--- src/rtl/inst_queue_2w2r_pkg.sv ---
// inst_queue_2w2r_pkg: shared widths and helpers for the dual-port instruction queue
package inst_queue_2w2r_pkg;
   localparam int IQ_DATA_W = 32;
   localparam int IQ_DEPTH  = 8;
   // Number of slots actually moved when slot 1 is only honoured together with slot 0
   function automatic logic [1:0] slot_num(input logic s0, input logic s1);
      return s0 ? (s1 ? 2'd2 : 2'd1) : 2'd0;
   endfunction
endpackage

--- src/rtl/inst_queue_2w2r.sv ---
// inst_queue_2w2r: in-order queue from fetch to two issue lanes, up to two pushes and two pops per cycle
module inst_queue_2w2r
   import inst_queue_2w2r_pkg::*;
#(
   parameter int DATA_W = IQ_DATA_W,
   parameter int DEPTH  = IQ_DEPTH
) (
   input  logic                     clk,
   input  logic                     rst_n,
   input  logic                     i_flush,
   input  logic                     i_in_valid0,
   input  logic                     i_in_valid1,
   input  logic [DATA_W-1:0]        i_in_data0,
   input  logic [DATA_W-1:0]        i_in_data1,
   output logic                     o_in_ready,
   output logic                     o_out_valid0,
   output logic                     o_out_valid1,
   output logic [DATA_W-1:0]        o_out_data0,
   output logic [DATA_W-1:0]        o_out_data1,
   input  logic                     i_out_take0,
   input  logic                     i_out_take1,
   output logic [$clog2(DEPTH):0]   o_count
);
   localparam int PW = $clog2(DEPTH);
   localparam int CW = PW + 1;
   logic [DATA_W-1:0] mem_q [DEPTH];
   logic [PW-1:0] wr_ptr_q, wr_ptr_d, rd_ptr_q, rd_ptr_d, wr_nx, rd_nx;
   logic [CW-1:0] count_q, count_d;
   logic [1:0] wn, rn;
   // Ready looks only at registered occupancy so no input reaches an output combinationally
   always_comb begin
      o_in_ready   = count_q <= CW'(DEPTH - 2);
      o_out_valid0 = count_q >= CW'(1);
      o_out_valid1 = count_q >= CW'(2);
      wr_nx        = wr_ptr_q + PW'(1);
      rd_nx        = rd_ptr_q + PW'(1);
      wn           = slot_num(o_in_ready && i_in_valid0, i_in_valid1);
      rn           = slot_num(i_out_take0 && o_out_valid0, i_out_take1 && o_out_valid1);
      wr_ptr_d     = wr_ptr_q + PW'(wn);
      rd_ptr_d     = rd_ptr_q + PW'(rn);
      count_d      = count_q + CW'(wn) - CW'(rn);
      o_out_data0  = o_out_valid0 ? mem_q[rd_ptr_q] : '0;
      o_out_data1  = o_out_valid1 ? mem_q[rd_nx] : '0;
      o_count      = count_q;
   end
   // Pointers and occupancy; reset beats flush, flush discards the cycle's traffic
   always_ff @(posedge clk) begin
      if (!rst_n || i_flush) begin
         wr_ptr_q <= '0;
         rd_ptr_q <= '0;
         count_q  <= '0;
      end else begin
         wr_ptr_q <= wr_ptr_d;
         rd_ptr_q <= rd_ptr_d;
         count_q  <= count_d;
      end
   end
   // Storage is never cleared; the valids mask stale contents
   always_ff @(posedge clk) begin
      if (rst_n && !i_flush && wn != 2'd0) mem_q[wr_ptr_q] <= i_in_data0;
      if (rst_n && !i_flush && wn == 2'd2) mem_q[wr_nx] <= i_in_data1;
   end
endmodule

--- config.mk ---
export PLATFORM = sky130hd
export DESIGN_NAME = inst_queue_2w2r
export DESIGN_NICKNAME = d
export VERILOG_FILES = /design/src/rtl/inst_queue_2w2r_pkg.sv /design/src/rtl/inst_queue_2w2r.sv
export SDC_FILE = /design/constraint.sdc
export NUM_CORES = 1
export LEC_CHECK = 0
export BUFFER_PORTS_ARGS = -buffer_cell sky130_fd_sc_hd__buf_2
export CORE_MARGIN = 2
export CORE_UTILIZATION = 60
export DETAILED_ROUTE_END_ITERATION = 10
export PLACE_DENSITY = 0.8
export SLEW_MARGIN = 10
export SYNTH_ARGS = -nofsm -noshare
export SYNTH_HDL_FRONTEND = slang
export SYNTH_SLANG_ARGS = --single-unit
--- constraint.sdc ---
create_clock -name clk -period 4.7 [get_ports clk]
set_clock_uncertainty 0.05 [all_clocks]
set_input_delay 0.94 -clock clk [delete_from_list [all_inputs] [get_ports clk]]
set_output_delay 0.94 -clock clk [all_outputs]
set_load 0.03 [all_outputs]
==> summary.txt <==
Drt
  – DRT Wirelength: between 30 and 40 mm
  – Vias: ~9,900
  – Vias per std cell: 6.70
  – DRC: 0
  – DR iter-0 viols: 1,107
  – Wirelength per Cell: 26.9 microns
  – Pre-Repair DR Iteration Count: 6
  – Antenna-violating nets left: 0

Clock tree
  – Worst skew pair latency: approximately 0.53 ns
  – Post-CTS resize count: 0
  – TritonCTS buffer count: 28
  – CTS tree: built
  – Clk slew on worst S/H paths: about 0.060 ns
  – Clock Sink Count: 266
  – # hold bufs at CTS: 0
  – Max H-tree Level: 1
  – Root buffer cell: clkbuf_16
  – # Post-CTS Setup Buffers: 0
  – CTS max path bufs: 3

Timing
  – TNS Setup: 0 ns
  – Achievable Freq: 252 MHz
  – Worst-Margin Slew: between 0.9 and 1 ns
  – Final critical-path required period: 3.97 ns
  – Slew Viols, Final: 0
  – RSZ-0062 raised after global routing: false
  – Rel. slew slack: 32.4%
  – Final setup fails: 0
  – Final cycle utilization of the critical path: 84.5%
  – Hold Vio Cnt, Final: 0
  – Final worst slack: ~0.73 ns

Synthesis
  – Commonest cells in the netlist: edfxtp_1 (256), mux2_2 (248), mux4_2 (128)
  – Cell count after synthesis: 987
  – Most used DFF post-synth: edfxtp_1
  – Cell taking the most area after synthesis: edfxtp_1
  – Count of cell types in the netlist: 38
  – Top cells by area, synth: edfxtp_1 (49%), mux4_2 (18%), mux2_2 (18%)
  – Syn_nets: 1,073
  – Cell Area, Synth: 15,700 sq um
  – Ys Warns: 0
  – Share of the synthesized area in the top cell type: 49.0%
  – #FFs+latches synth: 266
  – Syn avg cell area: 15.9 sq um
  – Ys async rst share: 0%
  – Most common cell in the netlist: edfxtp_1
  – Number of synthesized flops with an enable pin: approximately 260
  – Seq/Total Area, Yosys: 50.2%

Global routing
  – Overall Global Routing Usage: 29.0%
  – Largest net degree at the start of global routing: 130
  – First-pass GRT wire length: 61.1 mm
  – Met2 usage: 48.1%
  – Met1 Track Usage GR: 40.7%
  – Vias in the first global route: 10,200
  – Grt peak-use layer: met2
  – Met3 track demand over resource: 4.53%
  – Overflow after GRT: 0
  – Initial antenna violation count: 3

Worst setup path
  – CP required: ~3.7 ns
  – Startpoint Class: flip-flop
  – CP arrival: around 3.0 ns
  – CP endpoint kind: output pin
  – Reg2reg start: o_count[3]
  – R2r setup slk: 1.42 ns
  – Critical path peak fanout: 58
  – Worst setup path class: reg -> out
  – Worst reg2reg path depth: 13
  – R2R Path End: o_count[2]

Min path
  – Hold Path Stages: 2
  – Tightest Hold Check Type: reg -> reg
  – HP Start: wr_ptr_q[2]
  – WHS Endpoint: wr_ptr_q[2]

Die
  – Io pins: 142
  – Initial Util: 60.8%
  – Core Area: 25,800 sq um
  – Die area: 27,500 sq um
  – Die X: 166 microns
  – Die Ht: roughly 170 microns
  – Number of cell rows: 59

Final layout
  – Share of cells above drive strength 1: 53.7%
  – P&R area growth vs syn: 12.5%
  – Post-layout net count: 1,200

Placed design
  – Pre-CTS WS: roughly 1.1 ns
  – GPL Wtd Cong: 0.779
  – I/O Buffers: roughly 140
  – Post-DP HPWL: 23.3 mm

Status
  – Status: completed

Pwr
  – Cell internal pwr: 4770 uW
  – Max rail drop VDD: around 0.64 mV
  – Comb power frac: 34.4%
  – Power per Cell Area: ~420 nW/um^2
  – Leak pwr: 0.00591 uW
  – Clock power frac: a little under 30%
  – Flop pwr share: 36.7%
  – NetSw: 2580 uW
  – Sw Share: 35.1%

Flow run
  – Max Cap Viol: 0
==> metal layers <==
| metal | vias up | part of all wire, % |
|---|---|---|
| met5 | - | 0 |
| met1 | 5103 | 40 |
| li1 | 4214 | - |
| met3 | 62 | 8.9 |
| met2 | 492 | 49 |
| met4 | 0 | 2.1 |
==> cell usage in the layout, fill, tap and decap left out, drive strengths merged, types with 3 or more instances in the layout <==
| cell | Yosys | routed |
|---|---|---|
| mux2 | 257 | 257 |
| fa | 4 | 4 |
| nor2b | 5 | 5 |
| diode | 0 | 3 |
| nor3 | 3 | 3 |
| and2 | 8 | 8 |
| mux2i | 34 | 34 |
| mux4 | 128 | 128 |
| xor2 | 3 | 3 |
| xnor2 | 5 | 5 |
| buf | 53 | 171 |
| a21oi | 37 | 37 |
| clkbuf | 21 | 37 |
| nand3 | 10 | 10 |
| nand2 | 68 | 68 |
| ha | 11 | 11 |
| edfxtp | 256 | 256 |
| clkinv | 0 | 11 |
| nor2 | 49 | 49 |
| inv | 12 | 12 |
| dfxtp | 10 | 10 |
==> logic make-up after synthesis <==
kind of cell | share of synthesized area [%]
multiplexers | 39.0
flip-flops | 50.2
AND/OR/NAND/NOR | 4.19
buffers and inverters | 3.13
AO/OA/AOI/OAI | 1.55
adder cells (fa/ha/maj) | 1.39
XOR/XNOR | 0.446
==> sequential cells by signal, indices dropped and copies added, names as in the netlist <==
| register | count |
|---|---|
| mem_q | 256 |
| rd_ptr_q | 3 |
| wr_ptr_q | 3 |
| o_count | 4 |
==> how the worst max path moves through the flow <==
stage / from / endpoint / slack [ns] / depth (start not counted)
6_report: rd_ptr_q[1] / o_out_data1[15] / 0.73 / 5
5_1_grt: rd_ptr_q[1] / o_out_data1[20] / 0.62 / 5
4_1_cts: rd_ptr_q[1] / o_out_data1[31] / 0.75 / 5
3_5_place_dp: i_in_valid0 / o_count[2] / 1.15 / 12
3_3_place_gp: i_in_valid0 / o_count[2] / 1.21 / 12
2_1_floorplan: i_in_valid0 / mem_q[7][0] / 1.16 / 4
==> through the flow <==
| step | total power, uW | cell area [sq um] | hold slack (ns) | utilization [%] | cells |
|---|---|---|---|---|---|
| final | 7350 | 17700 | 0.623 | 68.4 | 1473 |
| after global routing | 7620 | 17700 | 0.676 | 68.4 | 1472 |
| after CTS | 7380 | 17700 | 0.632 | 68.3 | 1470 |
| after detailed placement | 5280 | 16800 | 0.613 | 65.0 | 1419 |
| after global placement | 5240 | 16800 | 0.593 | 65.0 | 1419 |
| after floorplan | 4510 | 15700 | 0.528 | - | 987 |
==> critical path, stage by stage (launching register included) <==
cell and delay [ns]:
dfxtp_4 0.45, ha_4 0.98, mux4_2 0.37, nand2_1 0.07, a21oi_1 0.29, buf_2 0.26
==> power groups by stage <==
stage               logic (uW)  registers (uW)  clock network (uW)
global route              2680            2710                2230
CTS                       2540            2700                2140
global placement          2490            2750                   0
floorplan                 1760            2750                   0
finish                    2530            2700                2120
detailed placement        2530            2750                   0
==> cell type report <==
cell class / count / area (sq um)
antenna: 3 / 7.51
timing repair buffer: 171 / 968
inverter: 12 / 45.0
multi-input combinational: 635 / 7460
fill: 1809 / 8170
tap: 335 / 419
clock buffer: 37 / 756
clock inverter: 14 / 114
sequential: 266 / 7900
Note: power is estimated with default switching activity, not from simulation.
